===== src/rtl/doublebuffer_sched.sv =====
// Ping-pong CoRAM sequencer: pulls work tokens from the control channel, flips the
// buffer per block, launches the kernel and returns each result over the channel.
module doublebuffer_sched #(
    parameter int W_D   = 32,
    parameter int W_A   = 14,
    parameter int W_CNT = 16
) (
    input  logic             CLK,
    input  logic             RST,
    input  logic [W_D-1:0]   comm_q,
    input  logic             comm_empty,
    output logic             comm_deq,
    output logic [W_D-1:0]   comm_d,
    input  logic             comm_full,
    output logic             comm_enq,
    output logic             buf_sel,
    output logic             run_start,
    output logic [W_A:0]     run_len,
    input  logic             run_done,
    input  logic [W_D-1:0]   run_result,
    output logic             busy,
    output logic             len_err,
    output logic [W_CNT-1:0] block_count
);
    typedef enum logic [2:0] {S_IDLE, S_DECODE, S_RUN, S_REPORT, S_FINISH} state_t;

    localparam logic [W_D-1:0] MAX_LEN = W_D'(1) << W_A;

    state_t           r_state, w_state;
    logic [W_D-1:0]   r_tok, w_tok, r_pend, w_pend, r_res, w_res, r_comm_d, w_comm_d;
    logic             r_pend_v, w_pend_v, r_buf_sel, w_buf_sel;
    logic             r_run_start, w_run_start, r_comm_deq, w_comm_deq, r_comm_enq, w_comm_enq;
    logic             r_busy, w_busy, r_len_err, w_len_err;
    logic [W_A:0]     r_run_len, w_run_len;
    logic [W_CNT-1:0] r_cnt, w_cnt;
    logic             w_over, w_pf_ok;
    logic [W_A:0]     w_clip;

    // Oversized tokens saturate at the largest block the memories can hold.
    assign w_over  = (r_tok > MAX_LEN);
    assign w_clip  = w_over ? (W_A+1)'(MAX_LEN) : r_tok[W_A:0];
    // A pop issued last cycle has not yet advanced the channel head.
    assign w_pf_ok = !r_pend_v && !comm_empty && !r_comm_deq;

    always_comb begin
        w_state     = r_state;
        w_tok       = r_tok;
        w_pend      = r_pend;
        w_pend_v    = r_pend_v;
        w_res       = r_res;
        w_comm_d    = r_comm_d;
        w_buf_sel   = r_buf_sel;
        w_run_len   = r_run_len;
        w_busy      = r_busy;
        w_len_err   = r_len_err;
        w_cnt       = r_cnt;
        w_run_start = 1'b0;
        w_comm_deq  = 1'b0;
        w_comm_enq  = 1'b0;
        if ((r_state == S_RUN || r_state == S_REPORT) && w_pf_ok) begin
            w_comm_deq = 1'b1;
            w_pend     = comm_q;
            w_pend_v   = 1'b1;
        end
        case (r_state)
            S_IDLE: begin
                if (r_pend_v) begin
                    w_tok    = r_pend;
                    w_pend_v = 1'b0;
                    w_state  = S_DECODE;
                end else if (!comm_empty) begin
                    w_comm_deq = 1'b1;
                    w_tok      = comm_q;
                    w_state    = S_DECODE;
                end
            end
            S_DECODE: begin
                if (r_tok == '0) begin
                    w_state = S_FINISH;
                end else begin
                    w_buf_sel   = ~r_buf_sel;
                    w_run_len   = w_clip;
                    w_len_err   = r_len_err | w_over;
                    w_run_start = 1'b1;
                    w_busy      = 1'b1;
                    w_state     = S_RUN;
                end
            end
            S_RUN: begin
                // The kernel cannot finish in the same cycle it is started.
                if (run_done && !r_run_start) begin
                    w_res   = run_result;
                    w_cnt   = r_cnt + W_CNT'(1);
                    w_state = S_REPORT;
                end
            end
            S_REPORT: begin
                if (!comm_full) begin
                    w_comm_d   = r_res;
                    w_comm_enq = 1'b1;
                    w_busy     = 1'b0;
                    w_state    = S_IDLE;
                end
            end
            S_FINISH: begin
                if (!comm_full) begin
                    w_comm_d   = W_D'(r_cnt);
                    w_comm_enq = 1'b1;
                    w_cnt      = '0;
                    w_state    = S_IDLE;
                end
            end
            default: w_state = S_IDLE;
        endcase
    end

    always_ff @(posedge CLK or negedge RST) begin
        if (!RST) begin
            r_state     <= S_IDLE;
            r_tok       <= '0;
            r_pend      <= '0;
            r_pend_v    <= 1'b0;
            r_res       <= '0;
            r_comm_d    <= '0;
            r_buf_sel   <= 1'b1;
            r_run_len   <= '0;
            r_busy      <= 1'b0;
            r_len_err   <= 1'b0;
            r_cnt       <= '0;
            r_run_start <= 1'b0;
            r_comm_deq  <= 1'b0;
            r_comm_enq  <= 1'b0;
        end else begin
            r_state     <= w_state;
            r_tok       <= w_tok;
            r_pend      <= w_pend;
            r_pend_v    <= w_pend_v;
            r_res       <= w_res;
            r_comm_d    <= w_comm_d;
            r_buf_sel   <= w_buf_sel;
            r_run_len   <= w_run_len;
            r_busy      <= w_busy;
            r_len_err   <= w_len_err;
            r_cnt       <= w_cnt;
            r_run_start <= w_run_start;
            r_comm_deq  <= w_comm_deq;
            r_comm_enq  <= w_comm_enq;
        end
    end

    assign comm_deq    = r_comm_deq;
    assign comm_d      = r_comm_d;
    assign comm_enq    = r_comm_enq;
    assign buf_sel     = r_buf_sel;
    assign run_start   = r_run_start;
    assign run_len     = r_run_len;
    assign busy        = r_busy;
    assign len_err     = r_len_err;
    assign block_count = r_cnt;
endmodule


===== config.mk =====
export PLATFORM = sky130hd
export DESIGN_NAME = doublebuffer_sched
export DESIGN_NICKNAME = d
export VERILOG_FILES = /design/src/rtl/doublebuffer_sched.sv
export SDC_FILE = /design/constraint.sdc
export NUM_CORES = 1
export LEC_CHECK = 0
export BUFFER_PORTS_ARGS = -buffer_cell sky130_fd_sc_hd__buf_2
export CAP_MARGIN = 20
export CELL_PAD_IN_SITES_DETAIL_PLACEMENT = 1
export CELL_PAD_IN_SITES_GLOBAL_PLACEMENT = 2
export CORE_MARGIN = 2
export CORE_UTILIZATION = 39
export CTS_CLUSTER_DIAMETER = 120
export DETAILED_ROUTE_END_ITERATION = 6
export PLACE_DENSITY_LB_ADDON = 0.1
export RECOVER_POWER = 100
export SKIP_CTS_REPAIR_TIMING = 1
export SYNTH_ARGS = -nofsm -noshare
export SYNTH_HDL_FRONTEND = slang
export SYNTH_SLANG_ARGS = --single-unit

===== constraint.sdc =====
create_clock -name CLK -period 3.6 [get_ports CLK]
set_clock_uncertainty 0.05 [all_clocks]
set_input_delay 0.18 -clock CLK [delete_from_list [all_inputs] [get_ports CLK]]
set_output_delay 0.18 -clock CLK [all_outputs]
set_load 0.02 [all_outputs]

[Word-level counts from Yosys, hierarchy flattened]
Index checks and enable logic that the tools add are counted.
Storage, ports and cells
  bits in registers: 169
  logic and storage cells: 81
  output and inout bits: 69
Cells by class
  reductions and logical operators: 22
  add/sub/neg operators: 1
  equality and inequality tests: 11
  order comparisons: 1
  multiplexer cells: 29
  bitwise operators: 3
Operators with widths (number)
  $mux 32: 4
  $pmux 32 s2: 1
  $gt 32x15->1 const B: 1
  $logic_not 32->1: 1
  $mux 16: 2
  $pmux 16 s2: 1
  $add 16x1->16 const B: 1
  $mux 15: 1
  $mux 3: 5
  $mux 1: 13
  $pmux 3 s4: 1
  $reduce_and 3->1: 4
  $ne 2x2->1 const B: 4
  $eq 3x2->1 const B: 2
  $reduce_and 2->1: 3
  $reduce_bool 2->1: 3
  $logic_and 1x1->1: 4
  $logic_not 1->1: 4
  $ne 2x1->1 const B: 2
  $eq 3x1->1 const B: 1
  $eq 3x3->1 const B: 1
  $logic_not 3->1: 1
  $ne 3x3->1 const B: 1
  $not 1->1: 2
  4 further kinds: 4

[Logic depth before layout (Yosys ltp)]
Gate-level depths: netlist (run 1).
  depth after elaboration: 8
  mapped depth: 8

[Least setup slack after synthesis (run 1)]
OpenSTA, ideal clock, no wires.
  kind: register to register
  start point: register r_state[0]
  end point: register r_comm_d[0], in the netlist comm_d[0]
  setup time: 132 ps
  period minus slack after synthesis: 1939 ps
  slack: 1661 ps
  required time: 3418 ps
  arrival: 1757 ps
  path buffers: 4
  stages on the path, launching flop included: 9
  cell sequence: dfrtp_1 buf_2 or3b_1 clkbuf_1 a21o_1 buf_2 buf_2 nand2_1 o21ai_1
Between the ends
  cells in the longest elaborated chain, start to end: 3
  elaborated cells on any way between the ends: 7
RTL lines
  start: declaration: line 29  | state_t r_state, w_state;
  start signal: assignment: line 134  | r_state <= w_state;
  $eq 3x2->1 or $eq 3x3->1 (tied branches): line 65  | case (r_state)
  $ne 2x2->1 (no source line) or $reduce_bool 2->1 (tied branches)
  $reduce_and 3->1 (no source line)
  end signal: assignment: line 139  | r_comm_d <= w_comm_d;
  end: declaration: line 30  | logic [W_D-1:0] r_tok, w_tok, r_pend, w_pend, r_res, w_res, r_comm_d, w_comm_d;
Several ways; a longest one is shown, not always the timed one.
A chain may end at the register's enable or synchronous reset.

[Worst setup path in the final report (run 1)]
  start point: register r_state[0]
  end point: register r_comm_d[8], in the netlist comm_d[8]
The elaborated chain is that of the path after synthesis.

==> results of run 1 <==
[kinds of logic (layout without fill, tap and decap cells)]
| logic type | Yosys count | in the layout | share of synthesized area |
|---|---|---|---|
| simple gates | 185 | 185 | 0.127 |
| mux | 117 | 117 | 0.173 |
| xor+xnor | 4 | 4 | 0.00485 |
| fa+ha+maj | 1 | 1 | 0.00173 |
| flops | 169 | 169 | 0.585 |
| buf+inv | 46 | 252 | 0.0282 |
| compound gates | 93 | 93 | 0.0800 |
[area by class of cell]
cell class / count / share of cell area
inverters: 7 / 0.00284
well taps: 229 / 0.0310
multi-input cells: 400 / 0.300
clock inverters: 15 / 0.0177
repair buffers: 213 / 0.144
flip-flops and latches: 169 / 0.458
clock buffers: 17 / 0.0460
[worst register-to-register path, delay by kind of cell (launching register included)]
kind	cells	cell delay, ns
and+or+nand+nor	1	0.55
AOI/OAI and AO/OA	1	0.11
buffers and inverters	1	1.10
DFF	1	0.58
muxes	1	0.31
[cell usage in the layout, fill, tap and decap left out, types with 6 or more instances in the layout]
master,instances
dfrtp_1,167
nand2_1,93
clkbuf_1,70
buf_2,67
dlygate4sd3_1,66
mux2_2,63
mux2i_1,53
o21ai_0,51
nand3_1,34
clkbuf_16,17
a21oi_1,13
o2bb2ai_1,13
nor4_1,12
nor2_1,8
nand2b_1,7
nand4_1,6
inv_1,6
[registers in the layout (all words and copies together) (netlist names)]
| name | flops |
|---|---|
| comm_d | 32 |
| r_pend | 32 |
| r_res | 32 |
| r_tok | 32 |
| block_count | 16 |
| run_len | 15 |
| r_state | 3 |
| buf_sel | 1 |
| busy | 1 |
| comm_deq | 1 |
| comm_enq | 1 |
| len_err | 1 |
| r_pend_v | 1 |
| run_start | 1 |
[routing by layer]
| layer | up-vias | part of all wire |
|---|---|---|
| met1 | 2718 | 0.44 |
| met2 | 97 | 0.52 |
| met3 | 14 | 0.034 |
| met4 | 0 | 0.0092 |
| met5 | - | 0 |
| li1 | 2566 | - |
[stage by stage]
stage	worst slack, ns	area, sq um	hold WS (ns)
4_1_cts	1.12	8700	-0.245
6_report	0.765	9240	0.0555
5_1_grt	0.545	9240	0.0641
3_3_place_gp	1.17	8110	0.208
3_5_place_dp	1.13	8110	0.219
2_1_floorplan	1.66	7230	-0.166
[where the power goes]
part / total (W) / internal, W / leakage, nW / switching, W
Clock: 0.00185 / 0.00104 / 0.296 / 0.000810
Sequential: 0.00317 / 0.00267 / 2.10 / 0.000504
Combinational: 0.00228 / 0.000985 / 1.83 / 0.00129
[worst max-delay path by stage]
stage,end,cells after the start,slack (ns)
global route,r_pend_v$_DFF_PN0_,3,0.54
floorplan,comm_d[0]$_DFFE_PN0P_,8,1.66
finish,comm_d[8]$_DFFE_PN0P_,4,0.76
CTS,run_len[9]$_DFFE_PN0P_,4,1.12
detailed placement,run_len[2]$_DFFE_PN0P_,4,1.13
global placement,run_len[10]$_DFFE_PN0P_,4,1.17
==> results_dict.tcl, run 1 <==
set metrics [dict create \
    outcome "finished, violations left" \
    violations "DRC, capacitance limit, slew limit" \
    ant_nets 0 \
    synth.avg_cell_area_sq_um 11.8 \
    p_leak_nw 4.23 \
    n_antenna_cell 0 \
    routed_wl_um 18000 \
    viasPerCell 5.14 \
    power_w 0.00730 \
    grt_pass1_wl_um 28600 \
    finish.utilization 0.511 \
    global_route.usage.met1 0.228 \
    io-pin-count 138 \
    hold_path_depth 3 \
    synth-edff-count 0 \
    gp_congestion 0.732 \
    ys.flop_type "dfrtp_1" \
    portBuffers 137 \
    power.density_nw_per_um2 790 \
    grt_max_degree 80 \
    ys_seq_area_frac 0.585 \
    busiest_layer "met2" \
    reg2reg_slack_ns 0.76 \
    fmax_mhz 353 \
    fp-row-count 49 \
    tightest_slew_ns 1.95 \
    routedWlPerCell_um 17.2 \
    path_class "reg2reg" \
    initial_core_util 0.400 \
    min_period_ns 2.84 \
    worstHoldStart "comm_full" \
    ir_worst_vdd_v 0.000359 \
    critical_path_arrival_ns 3.08 \
    crit_chain "or3b_1, clkbuf_1, mux2i_1, o21ai_0" \
    cap_violations 2 \
    cts_tree "yes" \
    use_met3 0.0448 \
    dieWidth_um 140 \
    stdcell_count 1050 \
    core_sq_um 18100 \
    grt.met2_usage 0.317 \
    reg2regPathDepth 4 \
    synthToLayoutAreaGrowth_pct 27.9 \
    multi_input_area_sq_um 2770 \
    drt_iter0_drc 246 \
    grt_pass1_vias 5580 \
    critPathSlowestCell "clkbuf_1" \
    crit_required_ns 3.84 \
    cts_sinks 169 \
    cp_max_fo 20 \
    dieArea_sq_um 19600 \
    synthTopCellsByCount "dfrtp_1, nand2_1, mux2_2" \
    startpoint_type "flip-flop" \
    num_vias 5395 \
    cts.clk_slew.worst_paths_ns 0.07 \
    crit_family "buffers and inverters" \
    cp_slowest_stage_delay_ns 1.09 \
    syn_inst 615 \
    holdPathEnd "busy$_DFFE_PN0P_" \
    worstSetupStartpoint "r_state[0]$_DFFE_PN0P_" \
    synth_top_area_frac 0.582 \
    h-tree-depth 4 \
    synth_cell_types 48 \
    final_net_count 878 \
    place_inst 951 \
    track_usage 0.183 \
    synth_area_sq_um 7230 \
    synth_area_leaders "dfrtp_1, mux2_2, mux2i_1" \
    regArea_sq_um 4230 \
    async_reset_ff_frac 1.00 \
    gr-total-overflow 0 \
    dieHeight_um 140 \
    yosys.area.top_type "dfrtp_1" \
    syn_nets 685 \
    drive_gt1_frac 0.218 \
    nFillCells 1964 \
    slew_viol_final 80 \
    critical_path_buf_inv_count 1 \
    finalHoldViolations 0 \
    clock_latency_ns 0.43 \
    remaining_drc_errors 13 \
    rr_startpoint "r_state[0]$_DFFE_PN0P_" \
    synth_seq_cells 169 \
    hp-class "in2reg" \
    drt_first_pass_iters 7 \
    rsz0062_at_grt "false" \
    setup_viol 0 \
    cts.path.max_buffers 2 \
    dpl.hpwl_um 12100 \
    antenna_found_initial 0 \
    ys_warn_count 0 \
    finalSetupTns_ns 0 \
    maxSlewHeadroom -0.301 \
    period_share 0.788 \
    reg2reg_to "comm_d[8]$_DFFE_PN0P_" \
    cts_buffers 17 \
    synth_most_common_cell "dfrtp_1" \
    end_kind "flip-flop" \
    cts_root_buffer "clkbuf_16" \
]
Power figures use the tool's default switching activity.
==> run 2: changes to the inputs <==
--- a/config.mk
+++ b/config.mk
@@ -10,7 +10,7 @@
 export CELL_PAD_IN_SITES_DETAIL_PLACEMENT = 1
 export CELL_PAD_IN_SITES_GLOBAL_PLACEMENT = 2
 export CORE_MARGIN = 2
-export CORE_UTILIZATION = 39
+export CORE_UTILIZATION = 33
 export CTS_CLUSTER_DIAMETER = 120
 export DETAILED_ROUTE_END_ITERATION = 6
 export PLACE_DENSITY_LB_ADDON = 0.1
==> constraint.sdc (replaced) <==
create_clock -name CLK -period 2.6 [get_ports CLK]
set_clock_uncertainty 0.05 [all_clocks]
set_input_delay 0.13 -clock CLK [delete_from_list [all_inputs] [get_ports CLK]]
set_output_delay 0.13 -clock CLK [all_outputs]
set_load 0.02 [all_outputs]
==> run 2 against run 1 <==
  * The run now ends clean
  * Register-to-register slack worse by 0.43 ns
  * Critical path depth is 1 higher
  * First-iteration DRC count is 16% lower
  * Cell count is 5.2% higher
  * Design area is 1.2% higher
  * Sequential power is 38% higher
  * Largest cell class unchanged
==> results_dict.tcl, run 2 (same netlist as run 1, synthesis figures left out) <==
set metrics [dict create \
    cts_sinks 169 \
    drive_gt1_frac 0.225 \
    cts_buffers 17 \
    portBuffers 137 \
    ant_nets 0 \
    setup_viol 0 \
    h-tree-depth 4 \
    core_sq_um 21700 \
    min_period_ns 2.27 \
    reg2regPathDepth 5 \
    grt_pass1_vias 5586 \
    initial_core_util 0.333 \
    dieHeight_um 152 \
    grt_max_degree 65 \
    slew_viol_final 0 \
    whs_ns 0.0252 \
    ir_worst_vdd_v 0.000475 \
    final_common_cell "dfrtp_1" \
    cts.path.max_buffers 2 \
    cts_tree "yes" \
    cts_root_buffer "clkbuf_16" \
    regArea_sq_um 4230 \
    power.density_nw_per_um2 1070 \
    finalSetupTns_ns 0 \
    crit_required_ns 2.92 \
    maxSlewHeadroom 0.163 \
    cp_max_fo 17 \
    multi_input_area_sq_um 2790 \
    io-pin-count 138 \
    track_usage 0.163 \
    final_net_count 882 \
    dpl.hpwl_um 12300 \
    num_vias 5374 \
    clock_latency_ns 0.43 \
    drt_iter0_drc 206 \
    drt_first_pass_iters 4 \
    period_share 0.873 \
    nFillCells 2371 \
    routed_wl_um 18100 \
    cap_violations 0 \
    routedWlPerCell_um 16.4 \
    hp-class "in2reg" \
    dieArea_sq_um 23100 \
    hold_path_depth 3 \
    viasPerCell 4.86 \
    synthToLayoutAreaGrowth_pct 29.4 \
    path_class "reg2reg" \
    n_antenna_cell 0 \
    power_w 0.0100 \
    cts.clk_slew.worst_paths_ns 0.07 \
    fmax_mhz 441 \
    remaining_drc_errors 0 \
    grt_pass1_wl_um 30300 \
    layout_common_cells "dfrtp_1, nand2_1, clkbuf_1, buf_2, dlygate4sd3_1" \
    startpoint_type "flip-flop" \
    rsz0062_at_grt "false" \
    antenna_found_initial 0 \
    gp_congestion 0.723 \
    outcome "completed" \
    gr-total-overflow 0 \
    critical_path_arrival_ns 2.59 \
    dieWidth_um 152 \
    fp-row-count 54 \
    p_leak_nw 4.24 \
    end_kind "flip-flop" \
    finalHoldViolations 0 \
    tightest_slew_ns 1.26 \
]
## run 2: cell types whose count changed in the layout (fill, tap and decap cells not counted), sizes merged
cell and change:
buf +5, clkinv -4, bufinv -1, clkinvlp +4
## run 2: final cells by class
cell class / instances / area share
Tap cell: 280 / 0.0375
Inverter: 7 / 0.00281
Timing Repair Buffer: 217 / 0.148
Sequential cell: 169 / 0.452
Clock inverter: 14 / 0.0146
Multi-Input combinational cell: 400 / 0.298
Clock buffer: 18 / 0.0470
## run 2: per-layer routing
layer / share of wire / track usage
met1: 0.45 / 0.215
met5: 0 / 0
met2: 0.50 / 0.272
met3: 0.028 / 0.0317
met4: 0.015 / 0.0521
## run 2: worst paths after layout
path	start	endpoint	slack [ns]
max	r_state[0]$_DFFE_PN0P_	comm_d[16]$_DFFE_PN0P_	0.33
min	comm_full	busy$_DFFE_PN0P_	0.03
max reg2reg	r_state[0]$_DFFE_PN0P_	comm_d[16]$_DFFE_PN0P_	0.33
min reg2reg	comm_d[26]$_DFFE_PN0P_	comm_d[26]$_DFFE_PN0P_	0.42
max in group asynchronous	RST	run_len[0]$_DFFE_PN0P_	0.54
min in group asynchronous	RST	comm_d[9]$_DFFE_PN0P_	0.47
## run 2: where the power goes
part           switching [W]  internal [W]  total [W]
Combinational        0.00177       0.00139    0.00316
Clock                0.00112       0.00137    0.00249
Sequential          0.000696       0.00369    0.00439
Total                0.00359       0.00646     0.0100
## run 2: worst max-delay path: stages (launching register included)
cell,delay (ns)
dfrtp_1,0.52
or3b_2,0.52
a21o_1,0.36
inv_1,0.50
nand3_1,0.15
nand2_1,0.10
## run 2: metrics by stage
stage / worst slack, ns / cell area [sq um] / utilization / instances
global route: 0.127 / 9350 / 0.431 / 1105
detailed placement: 0.439 / 8230 / 0.380 / 1007
finish: 0.331 / 9350 / 0.431 / 1105
CTS: 0.427 / 8810 / 0.406 / 1039
floorplan: 0.661 / 7230 / - / 615
global placement: 0.493 / 8230 / 0.380 / 1007
